**config.mk**
```make
export PLATFORM = sky130hd
export DESIGN_NAME = id_ex_reg_flat
export DESIGN_NICKNAME = d
export VERILOG_FILES = /design/src/rtl/cpu_pkg.sv /design/src/rtl/id_ex_reg_if.sv /design/src/rtl/sat_counter.sv /design/src/rtl/id_ex_reg.sv /design/src/flat_wrapper.sv
export SDC_FILE = /design/constraint.sdc
export NUM_CORES = 1
export LEC_CHECK = 0
export CAP_MARGIN = 20
export CORE_ASPECT_RATIO = 0.7
export CORE_UTILIZATION = 47
export CTS_BUF_LIST = sky130_fd_sc_hd__clkbuf_2 sky130_fd_sc_hd__clkbuf_4 sky130_fd_sc_hd__clkbuf_8
export CTS_CLUSTER_SIZE = 40
export DETAILED_ROUTE_END_ITERATION = 8
export MAX_ROUTING_LAYER = met4
export PLACE_DENSITY = 0.95
export SLEW_MARGIN = 20
export SYNTH_ARGS = -nofsm -noshare
export SYNTH_HDL_FRONTEND = slang
export SYNTH_SLANG_ARGS = --single-unit
```
**constraint.sdc**
```tcl
create_clock -name clk -period 6.6 [get_ports clk]
set_input_delay 0.66 -clock clk [delete_from_list [all_inputs] [get_ports clk]]
set_output_delay 0.66 -clock clk [all_outputs]
set_load 0.02 [all_outputs]
```
**src/rtl/cpu_pkg.sv**
```systemverilog
// Shared pipeline definitions for the decoder, the ID/EX register and the EX stage.
package cpu_pkg;

    localparam int ALU_OP_W = 4;
    localparam int REG_W    = 5;

    localparam logic [ALU_OP_W-1:0] ALU_NOP = 4'h0;
    localparam logic [REG_W-1:0]    NOP_RW  = '0;

    // Control bits that travel with an instruction from ID into EX.
    typedef struct packed {
        logic                valid;
        logic                reg_write;
        logic                mem_read;
        logic                mem_write;
        logic [ALU_OP_W-1:0] alu_op;
    } ctrl_t;

    localparam ctrl_t NOP_CTRL = '{
        valid:     1'b0,
        reg_write: 1'b0,
        mem_read:  1'b0,
        mem_write: 1'b0,
        alu_op:    ALU_NOP
    };

    // An invalid slot must never write the register file or touch memory,
    // whatever the decoder left on those lines.
    function automatic ctrl_t gate_ctrl(input ctrl_t c);
        ctrl_t g;
        g = c;
        if (!c.valid) begin
            g.reg_write = 1'b0;
            g.mem_read  = 1'b0;
            g.mem_write = 1'b0;
        end
        return g;
    endfunction

endpackage

```
**src/rtl/id_ex_reg_if.sv**
```systemverilog
// Bundle of pipeline-control, ID-stage and EX-stage signals around the ID/EX register.
interface id_ex_reg_if #(
    parameter int DATA_W = 32,
    parameter int CNT_W  = 32
);
    import cpu_pkg::*;

    logic                hold;
    logic                flush;
    logic                conflict_stall;

    logic                valid_id;
    logic                reg_write_id;
    logic                mem_read_id;
    logic                mem_write_id;
    logic [ALU_OP_W-1:0] alu_op_id;
    logic [DATA_W-1:0]   pc_id;
    logic [DATA_W-1:0]   r1_data_id;
    logic [DATA_W-1:0]   r2_data_id;
    logic [DATA_W-1:0]   imm_id;
    logic [REG_W-1:0]    rw_id;

    logic                valid_ex;
    logic                reg_write_ex;
    logic                mem_read_ex;
    logic                mem_write_ex;
    logic [ALU_OP_W-1:0] alu_op_ex;
    logic [DATA_W-1:0]   pc_ex;
    logic [DATA_W-1:0]   r1_data_ex;
    logic [DATA_W-1:0]   r2_data_ex;
    logic [DATA_W-1:0]   imm_ex;
    logic [REG_W-1:0]    rw_ex;
    logic                load_ex;

    logic [CNT_W-1:0]    bubble_cnt;
    logic [CNT_W-1:0]    flush_cnt;

    modport master (
        output hold, flush, conflict_stall,
        output valid_id, reg_write_id, mem_read_id, mem_write_id, alu_op_id,
        output pc_id, r1_data_id, r2_data_id, imm_id, rw_id,
        input  valid_ex, reg_write_ex, mem_read_ex, mem_write_ex, alu_op_ex,
        input  pc_ex, r1_data_ex, r2_data_ex, imm_ex, rw_ex, load_ex,
        input  bubble_cnt, flush_cnt
    );

    modport slave (
        input  hold, flush, conflict_stall,
        input  valid_id, reg_write_id, mem_read_id, mem_write_id, alu_op_id,
        input  pc_id, r1_data_id, r2_data_id, imm_id, rw_id,
        output valid_ex, reg_write_ex, mem_read_ex, mem_write_ex, alu_op_ex,
        output pc_ex, r1_data_ex, r2_data_ex, imm_ex, rw_ex, load_ex,
        output bubble_cnt, flush_cnt
    );

endinterface

```
**src/rtl/sat_counter.sv**
```systemverilog
// Event counter that sticks at all-ones instead of wrapping.
module sat_counter #(
    parameter int CNT_W = 32
) (
    input  logic             clk,
    input  logic             rst,
    input  logic             en,
    output logic [CNT_W-1:0] count
);

    // Count enabled events until every bit is set, then hold there.
    always_ff @(posedge clk) begin
        if (rst) begin
            count <= '0;
        end else if (en && (count != '1)) begin
            count <= count + CNT_W'(1);
        end
    end

endmodule

```
**src/rtl/id_ex_reg.sv**
```systemverilog
// ID/EX pipeline register with stall, flush and load-use bubble insertion.
module id_ex_reg
    import cpu_pkg::*;
#(
    parameter int DATA_W = 32,
    parameter int CNT_W  = 32
) (
    input logic        clk,
    input logic        rst,
    id_ex_reg_if.slave bus
);

    ctrl_t             ctrl_q;
    logic [REG_W-1:0]  rw_q;
    logic [DATA_W-1:0] pc_q;
    logic [DATA_W-1:0] r1_q;
    logic [DATA_W-1:0] r2_q;
    logic [DATA_W-1:0] imm_q;

    logic              do_flush;
    logic              do_bubble;
    logic              do_kill;
    logic              do_load;
    ctrl_t             ctrl_in;

    logic [CNT_W-1:0]  bubble_count;
    logic [CNT_W-1:0]  flush_count;

    // Hold wins over everything but reset; flush wins over a load-use bubble.
    assign do_flush  = !bus.hold && bus.flush;
    assign do_bubble = !bus.hold && !bus.flush && bus.conflict_stall;
    assign do_kill   = do_flush || do_bubble;
    assign do_load   = !bus.hold && !bus.flush && !bus.conflict_stall;

    assign ctrl_in = gate_ctrl('{
        valid:     bus.valid_id,
        reg_write: bus.reg_write_id,
        mem_read:  bus.mem_read_id,
        mem_write: bus.mem_write_id,
        alu_op:    bus.alu_op_id
    });

    // Control group: reset or kill to NOP, load from ID, otherwise keep.
    always_ff @(posedge clk) begin
        if (rst) begin
            ctrl_q <= NOP_CTRL;
            rw_q   <= NOP_RW;
        end else if (do_kill) begin
            ctrl_q <= NOP_CTRL;
            rw_q   <= NOP_RW;
        end else if (do_load) begin
            ctrl_q <= ctrl_in;
            rw_q   <= bus.rw_id;
        end
    end

    // Datapath group: zeroed alongside the control bits so a NOP carries no stale operands.
    always_ff @(posedge clk) begin
        if (rst) begin
            pc_q  <= '0;
            r1_q  <= '0;
            r2_q  <= '0;
            imm_q <= '0;
        end else if (do_kill) begin
            pc_q  <= '0;
            r1_q  <= '0;
            r2_q  <= '0;
            imm_q <= '0;
        end else if (do_load) begin
            pc_q  <= bus.pc_id;
            r1_q  <= bus.r1_data_id;
            r2_q  <= bus.r2_data_id;
            imm_q <= bus.imm_id;
        end
    end

    sat_counter #(.CNT_W(CNT_W)) u_bubble_cnt (
        .clk   (clk),
        .rst   (rst),
        .en    (do_bubble),
        .count (bubble_count)
    );

    sat_counter #(.CNT_W(CNT_W)) u_flush_cnt (
        .clk   (clk),
        .rst   (rst),
        .en    (do_flush),
        .count (flush_count)
    );

    assign bus.valid_ex     = ctrl_q.valid;
    assign bus.reg_write_ex = ctrl_q.reg_write;
    assign bus.mem_read_ex  = ctrl_q.mem_read;
    assign bus.mem_write_ex = ctrl_q.mem_write;
    assign bus.alu_op_ex    = ctrl_q.alu_op;
    assign bus.pc_ex        = pc_q;
    assign bus.r1_data_ex   = r1_q;
    assign bus.r2_data_ex   = r2_q;
    assign bus.imm_ex       = imm_q;

    // Hazard-facing outputs depend only on registered state, so a non-writing
    // or empty slot (and register zero) can never raise a false dependency.
    assign bus.rw_ex   = (ctrl_q.valid && ctrl_q.reg_write) ? rw_q : NOP_RW;
    assign bus.load_ex = ctrl_q.valid && ctrl_q.mem_read;

    assign bus.bubble_cnt = bubble_count;
    assign bus.flush_cnt  = flush_count;

endmodule

```
**src/flat_wrapper.sv**
```systemverilog
// flat-port wrapper written by rule: the top's interface ports become plain ports
module id_ex_reg_flat import cpu_pkg::*;
#(
    parameter int DATA_W = 32,
    parameter int CNT_W  = 32
)
  (clk, rst, bus_hold, bus_flush, bus_conflict_stall, bus_valid_id, bus_reg_write_id, bus_mem_read_id, bus_mem_write_id, bus_alu_op_id, bus_pc_id, bus_r1_data_id, bus_r2_data_id, bus_imm_id, bus_rw_id, bus_valid_ex, bus_reg_write_ex, bus_mem_read_ex, bus_mem_write_ex, bus_alu_op_ex, bus_pc_ex, bus_r1_data_ex, bus_r2_data_ex, bus_imm_ex, bus_rw_ex, bus_load_ex, bus_bubble_cnt, bus_flush_cnt);
  id_ex_reg_if #(.DATA_W(DATA_W), .CNT_W(CNT_W)) bus_i ();
  input logic clk;
  input logic rst;
  input wire logic [$bits(bus_i.hold)-1:0] bus_hold;
  input wire logic [$bits(bus_i.flush)-1:0] bus_flush;
  input wire logic [$bits(bus_i.conflict_stall)-1:0] bus_conflict_stall;
  input wire logic [$bits(bus_i.valid_id)-1:0] bus_valid_id;
  input wire logic [$bits(bus_i.reg_write_id)-1:0] bus_reg_write_id;
  input wire logic [$bits(bus_i.mem_read_id)-1:0] bus_mem_read_id;
  input wire logic [$bits(bus_i.mem_write_id)-1:0] bus_mem_write_id;
  input wire logic [$bits(bus_i.alu_op_id)-1:0] bus_alu_op_id;
  input wire logic [$bits(bus_i.pc_id)-1:0] bus_pc_id;
  input wire logic [$bits(bus_i.r1_data_id)-1:0] bus_r1_data_id;
  input wire logic [$bits(bus_i.r2_data_id)-1:0] bus_r2_data_id;
  input wire logic [$bits(bus_i.imm_id)-1:0] bus_imm_id;
  input wire logic [$bits(bus_i.rw_id)-1:0] bus_rw_id;
  output wire logic [$bits(bus_i.valid_ex)-1:0] bus_valid_ex;
  output wire logic [$bits(bus_i.reg_write_ex)-1:0] bus_reg_write_ex;
  output wire logic [$bits(bus_i.mem_read_ex)-1:0] bus_mem_read_ex;
  output wire logic [$bits(bus_i.mem_write_ex)-1:0] bus_mem_write_ex;
  output wire logic [$bits(bus_i.alu_op_ex)-1:0] bus_alu_op_ex;
  output wire logic [$bits(bus_i.pc_ex)-1:0] bus_pc_ex;
  output wire logic [$bits(bus_i.r1_data_ex)-1:0] bus_r1_data_ex;
  output wire logic [$bits(bus_i.r2_data_ex)-1:0] bus_r2_data_ex;
  output wire logic [$bits(bus_i.imm_ex)-1:0] bus_imm_ex;
  output wire logic [$bits(bus_i.rw_ex)-1:0] bus_rw_ex;
  output wire logic [$bits(bus_i.load_ex)-1:0] bus_load_ex;
  output wire logic [$bits(bus_i.bubble_cnt)-1:0] bus_bubble_cnt;
  output wire logic [$bits(bus_i.flush_cnt)-1:0] bus_flush_cnt;
  assign bus_i.hold = bus_hold;
  assign bus_i.flush = bus_flush;
  assign bus_i.conflict_stall = bus_conflict_stall;
  assign bus_i.valid_id = bus_valid_id;
  assign bus_i.reg_write_id = bus_reg_write_id;
  assign bus_i.mem_read_id = bus_mem_read_id;
  assign bus_i.mem_write_id = bus_mem_write_id;
  assign bus_i.alu_op_id = bus_alu_op_id;
  assign bus_i.pc_id = bus_pc_id;
  assign bus_i.r1_data_id = bus_r1_data_id;
  assign bus_i.r2_data_id = bus_r2_data_id;
  assign bus_i.imm_id = bus_imm_id;
  assign bus_i.rw_id = bus_rw_id;
  assign bus_valid_ex = bus_i.valid_ex;
  assign bus_reg_write_ex = bus_i.reg_write_ex;
  assign bus_mem_read_ex = bus_i.mem_read_ex;
  assign bus_mem_write_ex = bus_i.mem_write_ex;
  assign bus_alu_op_ex = bus_i.alu_op_ex;
  assign bus_pc_ex = bus_i.pc_ex;
  assign bus_r1_data_ex = bus_i.r1_data_ex;
  assign bus_r2_data_ex = bus_i.r2_data_ex;
  assign bus_imm_ex = bus_i.imm_ex;
  assign bus_rw_ex = bus_i.rw_ex;
  assign bus_load_ex = bus_i.load_ex;
  assign bus_bubble_cnt = bus_i.bubble_cnt;
  assign bus_flush_cnt = bus_i.flush_cnt;
  id_ex_reg #(.DATA_W(DATA_W), .CNT_W(CNT_W)) u_core (.clk(clk), .rst(rst), .bus(bus_i));
endmodule
```
==> results of run 1 <==
## power by group
part / total, mW / switching (mW) / internal, mW / leakage, nW
sequential: 1.27 / 0.0108 / 1.25 / 1.66
combinational: 0.229 / 0.108 / 0.120 / 2.08
clock: 1.14 / 0.486 / 0.651 / 0.365
## cell type report
| class | instances | area (um2) |
|---|---|---|
| clock buffers | 47 | 597 |
| clock inverters | 7 | 85.1 |
| fillers | 1116 | 4170 |
| inverters | 9 | 33.8 |
| multi-input cells | 741 | 3780 |
| flip-flops and latches | 205 | 4100 |
| well taps | 225 | 282 |
| repair buffers | 360 | 3590 |
## flip-flops by register name (all words and copies together) (netlist names)
| name | count |
|---|---|
| u_core.bus.alu_op_ex | 4 |
| u_core.bus.imm_ex | 32 |
| u_core.bus.mem_read_ex | 1 |
| u_core.bus.mem_write_ex | 1 |
| u_core.bus.pc_ex | 32 |
| u_core.bus.r1_data_ex | 32 |
| u_core.bus.r2_data_ex | 32 |
| u_core.bus.reg_write_ex | 1 |
| u_core.bus.valid_ex | 1 |
| u_core.rw_q | 5 |
| u_core.u_bubble_cnt.count | 32 |
| u_core.u_flush_cnt.count | 32 |
## cells by family (layout without fill, tap and decap cells)
group	after synthesis	in the layout	synth area share
flip-flops	205	205	0.504
buffers and inverters	73	423	0.0340
multiplexers	8	8	0.0106
XOR/XNOR	34	34	0.0366
AO/OA/AOI/OAI	214	214	0.141
adder cells (fa/ha/maj)	2	2	0.00308
AND/OR/NAND/NOR	483	483	0.270
## worst min-delay path by stage
stage / start / end / slack, ns / cells past startpoint
after floorplan: u_core.rw_q[0]$_SDFFE_PP0P_ / u_core.rw_q[0]$_SDFFE_PP0P_ / 0.43 / 2
after global placement: u_core.rw_q[2]$_SDFFE_PP0P_ / u_core.rw_q[2]$_SDFFE_PP0P_ / 0.44 / 2
after detailed placement: u_core.bus.mem_write_ex$_SDFFE_PP0P_ / u_core.bus.mem_write_ex$_SDFFE_PP0P_ / 0.44 / 2
after CTS: u_core.bus.mem_write_ex$_SDFFE_PP0P_ / u_core.bus.mem_write_ex$_SDFFE_PP0P_ / 0.45 / 2
after global routing: u_core.bus.mem_write_ex$_SDFFE_PP0P_ / u_core.bus.mem_write_ex$_SDFFE_PP0P_ / 0.47 / 2
final: u_core.bus.mem_write_ex$_SDFFE_PP0P_ / u_core.bus.mem_write_ex$_SDFFE_PP0P_ / 0.45 / 2
## critical path, cell delays in order
cell and delay [ns]:
clkdlybuf4s50_1 0.57, nor3b_1 0.62, nand3_1 0.49, or4b_4 0.67, or3_1 0.36, a21oi_1 0.15
## synth_stat cells, types with 2 or more instances
cell type,count,area share
buf_2,2,0.0012
mux2_2,4,0.0055
nand4_1,23,0.018
nor4_1,9,0.0069
and4_1,13,0.014
nor3_1,6,0.0037
or4_1,6,0.0055
ha_1,2,0.0031
and4_2,2,0.0025
xnor2_1,27,0.029
a211o_1,3,0.0032
buf_1,4,0.0018
nand2b_1,5,0.0038
o21ai_0,19,0.012
inv_1,9,0.0042
nand3_1,21,0.013
and2_1,5,0.0038
o211ai_1,4,0.0037
nand2_1,305,0.14
a211oi_1,12,0.011
nor3b_1,2,0.0018
o31ai_1,3,0.0028
xor2_1,7,0.0075
dfxtp_1,205,0.50
a21oi_1,167,0.10
a2111oi_0,3,0.0032
clkbuf_1,58,0.027
nor2_1,48,0.022
nor2b_1,5,0.0038
and3_1,8,0.0062
mux2i_1,3,0.0037
or3_1,16,0.012
## metrics by stage
step                      instances  power (mW)  area [um2]  hold slack, ns  utilization
final                          1594        2.63       12500           0.451        0.750
after detailed placement       1540        1.52       11800           0.444        0.709
after global placement         1540        1.51       11800           0.437        0.709
after floorplan                1019        1.38        8140           0.432            -
after global routing           1594        2.73       12500           0.467        0.750
after CTS                      1594        2.65       12500           0.451        0.750
## cell usage in the layout, fill, tap and decap left out, types with 6 or more instances in the layout
master and instances:
nand4_1 23, inv_1 9, nor2_1 48, clkbuf_4 8, nand3_1 21, xnor2_1 27
a21oi_1 167, o21ai_0 19, xor2_1 7, or3_1 15, a211oi_1 12, clkbuf_8 39
nand2_1 305, clkdlybuf4s50_1 350, buf_4 8, and3_1 8, dfxtp_1 205, nor4_1 8
or4_1 6, and4_1 13
## per-layer routing
layer / up-vias / track usage / routed length (um)
met5: - / - / 0
met4: 0 / 0.131 / 1170
met3: 91 / 0.0658 / 1970
met2: 359 / 0.504 / 13000
met1: 4091 / 0.360 / 11300
li1: 4120 / - / -
==> metrics.md, run 1 <==
| Metric | Value |
|---|---|
| Status | `complete, no violations` |
| CP endpoint | `u_core.u_bubble_cnt.count[31]$_SDFFE_PP0P_` |
| # clock sinks | `205` |
| Die Area | `17900 um2` |
| Worst Path Arrival | `3.53 ns` |
| Final Skew | `0.0141 ns` |
| Max Slew Vio Count | `0` |
| Setup crit start kind | `input pin` |
| Largest net degree at the start of global routing | `112` |
| CTS tree | `built` |
| CTS Buf Count | `31` |
| Final net count | `1496` |
| Synthesis-to-finish area growth | `53.3%` |
| Dpl hpwl | `19300 um` |
| Die X | `159 um` |
| Grt ovf | `0` |
| Cell variety after synth | `45` |
| Initial drt markers | `811` |
| Crit share post-route | `0.463` |
| Avg Vias per Cell | `5.43` |
| Worst rel slew slack | `0.333` |
| Origin of the critical flop-to-flop path | `u_core.u_flush_cnt.count[0]$_SDFFE_PP0P_` |
| Drt wl/cell | `17.2 um` |
| Starting density of the core | `0.489` |
| CTS root buf | `clkbuf_8` |
| Maximum VDD drop | `0.175 mV` |
| Layout cell share with drive strength beyond 1 | `0.0606` |
| DRT Pass-1 Iters | `5` |
| R2r setup slk | `3.94 ns` |
| Antenna Diode Count | `0` |
| Crit path max fanout | `11` |
| Core area | `16600 um2` |
| FF-to-FF End | `u_core.u_flush_cnt.count[22]$_SDFFE_PP0P_` |
| # rows | `39` |
| Clock transition at path regs | `0.06 ns` |
| Cell Area, Synth | `8140 um2` |
| Sequential share of the synthesized area | `0.504` |
| CP endpoint kind | `register` |
| Syn Area/Cell | `7.98 um2` |
| Crit path launch | `bus_conflict_stall` |
| Fin. Hold Viols | `0` |
| Top FF cell, synth | `dfxtp_1` |
| Number of global-route vias before repair | `8267` |
| Via Count | `8661` |
| Hold buffers post-CTS | `0` |
| Fmax | `327 MHz` |
| Syn Inst Count | `1019` |
| Hold Crit Class | `register to register` |
| Dpl ws | `3.09 ns` |
| Setup repair after global routing missed its margin | `no` |
| Die H | `112 um` |
| Worst slew pin tran | `1.00 ns` |
| Final WL | `27400 um` |
| Post-synth EDFFs | `0` |
| Worst setup margin | `3.54 ns` |
| Worst reg-to-reg path cell count | `6` |
| Synthesized netlist net count | `1167` |
| Crit path time final | `3.06 ns` |
| # H-tree levels | `1` |
| Initial antenna violation count | `0` |
| Post-DRT Antenna Nets | `0` |
| Leakage power | `4.10 nW` |
| Max clock buf depth | `3` |
| Worst-Skew Late Latency | `0.55 ns` |
| First-pass GRT wire length | `42700 um` |
| Max-cap violations | `0` |
| IO buf count | `351` |
| Synth warn | `0` |
| Critical path class | `input pin to register` |
| Post_cts resized | `0` |
| Post-CTS Setup Inserts | `0` |
| Setup violators final | `0` |
| Tot GR Track Use | `0.305` |
| GPL Wtd Cong | `0.890` |
| # IOs | `352` |
| Ys async rst share | `0` |
| Seq cells post-synth | `205` |
| CP Data Required Time | `7.07 ns` |
| # DRC | `0` |
| Power per cell area | `211 nW/um2` |
| Setup Total Neg Slack | `0 ns` |
(Power assumes the default switching activity.)
==> run 2: changes to the inputs <==
--- a/config.mk
+++ b/config.mk
@@ -7,12 +7,12 @@
 export LEC_CHECK = 0
 export CAP_MARGIN = 20
 export CORE_ASPECT_RATIO = 0.7
-export CORE_UTILIZATION = 47
+export CORE_UTILIZATION = 39
 export CTS_BUF_LIST = sky130_fd_sc_hd__clkbuf_2 sky130_fd_sc_hd__clkbuf_4 sky130_fd_sc_hd__clkbuf_8
 export CTS_CLUSTER_SIZE = 40
 export DETAILED_ROUTE_END_ITERATION = 8
 export MAX_ROUTING_LAYER = met4
-export PLACE_DENSITY = 0.95
+export PLACE_DENSITY = 0.85
 export SLEW_MARGIN = 20
 export SYNTH_ARGS = -nofsm -noshare
 export SYNTH_HDL_FRONTEND = slang
==> constraint.sdc (replaced) <==
create_clock -name clk -period 2.5 [get_ports clk]
set_input_delay 0.25 -clock clk [delete_from_list [all_inputs] [get_ports clk]]
set_output_delay 0.25 -clock clk [all_outputs]
set_load 0.02 [all_outputs]
==> run 2 against run 1 <==
Effect of this change:
- worst setup slack worse by 3.4 ns
- global-route usage down 5.4 points
- power grew to 2.7 times the previous value
- core utilization decreased by 11 points
- critical endpoint is now u_core.u_flush_cnt.count[31]$_SDFFE_PP0P_
- first-iteration DRC count is 5.3% lower
- sequential power rose to 2.6 times the previous value
- final area grew 3.0%
- critical path type is now register to register
==> metrics.md, run 2 (synthesis gave the netlist of run 1 again) <==
| Metric | Value |
|---|---|
| WHS | `0.192 ns (-0.259 ns)` |
| Die X | `175 um (+9.7%)` |
| Setup violators final | `0 (unchanged)` |
| Crit path max fanout | `6 (-5)` |
| CP Data Required Time | `2.88 ns (-4.19 ns)` |
| Worst reg-to-reg path cell count | `5 (-1)` |
| Max Slew Vio Count | `0 (unchanged)` |
| First-pass GRT wire length | `41700 um (-2.3%)` |
| GPL Wtd Cong | `0.874 (-1.8%)` |
| Clock transition at path regs | `0.06 ns (about the same)` |
| Total Power | `7.10 mW (+170%)` |
| Final Skew | `0.0152 ns (+0.00106 ns)` |
| Worst rel slew slack | `0.591 (+0.257)` |
| Antenna Diode Count | `0 (unchanged)` |
| Starting density of the core | `0.404 (-0.0846)` |
| Grt ovf | `0 (unchanged)` |
| CP endpoint kind | `register` |
| Die H | `123 um (+9.6%)` |
| Design area | `12800 um2 (+3.0%)` |
| Maximum VDD drop | `0.486 mV (+180%)` |
| Via Count | `8614 (-0.54%)` |
| # clock sinks | `205 (unchanged)` |
| Number of global-route vias before repair | `7957 (-3.7%)` |
| Setup crit start kind | `register` |
| Layout cell share with drive strength beyond 1 | `0.0814 (+0.0208)` |
| Max-cap violations | `0 (unchanged)` |
| Max clock buf depth | `3 (unchanged)` |
| Fin. Hold Viols | `0 (unchanged)` |
| Worst Path Arrival | `2.74 ns (-0.79 ns)` |
| Crit path time final | `2.36 ns` |
| WHS Path Cells | `2 (unchanged)` |
| Initial antenna violation count | `0 (unchanged)` |
| # H-tree levels | `2 (+1)` |
| Post_cts resized | `0 (unchanged)` |
| Worst-Skew Late Latency | `0.51 ns (-0.04 ns)` |
| CTS tree | `built` |
| CTS root buf | `clkbuf_8` |
| # IOs | `352 (unchanged)` |
| Commonest non-fill, non-tap cells in the layout | `clkdlybuf4s50_1, nand2_1, dfxtp_1, a21oi_1, nor2_1` |
| Setup Total Neg Slack | `0 ns (unchanged)` |
| Largest net degree at the start of global routing | `70 (-38%)` |
| Hold buffers post-CTS | `0 (unchanged)` |
| Final net count | `1524 (+1.9%)` |
| Drt wl/cell | `16.5 um (-3.9%)` |
| Fmax | `424 MHz` |
| Core area | `20100 um2 (+21%)` |
| Die Area | `21500 um2 (+20%)` |
| Post-DRT Antenna Nets | `0 (unchanged)` |
| # DRC | `0 (unchanged)` |
| Status | `complete, no violations` |
| Commonest non-fill, non-tap cell in the layout | `clkdlybuf4s50_1` |
| CTS Buf Count | `34 (+9.7%)` |
| Setup repair after global routing missed its margin | `no` |
| Final WL | `27600 um (+0.70%)` |
| Synthesis-to-finish area growth | `57.9%` |
| Worst slew pin tran | `0.612 ns (-0.388 ns)` |
| DRT Pass-1 Iters | `5 (unchanged)` |
| Dpl hpwl | `19700 um (+1.8%)` |
| Tot GR Track Use | `0.251 (-0.0540)` |
| IO buf count | `351 (unchanged)` |
| # rows | `43 (+10%)` |
| Initial drt markers | `768 (-5.3%)` |
| Avg Vias per Cell | `5.16 (-5.1%)` |
| Leakage power | `4.27 nW (+4.2%)` |
| Critical path class | `register to register` |
| Post-CTS Setup Inserts | `0 (unchanged)` |
| Post-placement cell count | `1610 (+4.5%)` |
| Power per cell area | `553 nW/um2 (+160%)` |
| Placed cell area | `12100 um2 (+2.8%)` |
| Fin cells | `1670 (+4.8%)` |
| Hold Crit Class | `input pin to register` |
| Crit share post-route | `0.944` |
==> run 2: changes by cell type in the layout (fill, tap and decap cells not counted) <==
| cell | previous run | this run |
|---|---|---|
| buf_12 | 1 | 8 |
| buf_4 | 8 | 26 |
| clkbuf_4 | 8 | 6 |
| bufinv_16 | 2 | 1 |
| inv_6 | 0 | 1 |
| clkinvlp_4 | 0 | 2 |
| clkinv_2 | 5 | 7 |
| clkbuf_8 | 39 | 43 |
==> run 2: final timing paths <==
check / to / slack, ns / start
max: u_core.u_flush_cnt.count[31]$_SDFFE_PP0P_ / 0.14 / u_core.u_flush_cnt.count[3]$_SDFFE_PP0P_
min: u_core.u_flush_cnt.count[11]$_SDFFE_PP0P_ / 0.19 / rst
max reg2reg: u_core.u_flush_cnt.count[31]$_SDFFE_PP0P_ / 0.14 / u_core.u_flush_cnt.count[3]$_SDFFE_PP0P_
min reg2reg: u_core.bus.r2_data_ex[22]$_SDFFE_PP0P_ / 0.45 / u_core.bus.r2_data_ex[22]$_SDFFE_PP0P_
==> run 2: power breakdown <==
part	internal, mW	switching [mW]	leakage (nW)
sequential	3.31	0.0275	1.66
clock	1.75	1.37	0.383
combinational	0.343	0.296	2.23
total	5.41	1.69	4.27
==> run 2: layout make-up <==
type | instances | area, um2
inverter | 9 | 33.8
timing repair buffer | 385 | 3860
tap | 270 | 338
clock inverter | 11 | 88.8
multi-input combinational | 741 | 3780
sequential | 205 | 4100
clock buffer | 49 | 637
fill | 1661 | 7270
==> run 2: worst max-delay path, stage by stage (launching register included) <==
cell	delay, ns
dfxtp_1	0.43
nand4_1	0.25
or4_1	0.69
nor4_1	0.38
nand3_1	0.14
mux2_1	0.33
==> run 2: metrics by stage <==
stage | utilization | setup WS [ns]
3_5_place_dp | 0.602 | -0.00547
2_1_floorplan | - | 0.176
5_1_grt | 0.639 | 0.0252
6_report | 0.639 | 0.141
3_3_place_gp | 0.602 | 0.0765
4_1_cts | 0.639 | 0.168
==> run 2: layer usage <==
metal  part of all wire  vias to the layer above  global-route usage
met1               0.43                     4068               0.317
li1                   -                     4187                   -
met2               0.47                      292               0.393
met5                  0                        -                   -
met4              0.027                        0              0.0815
met3              0.068                       67              0.0623
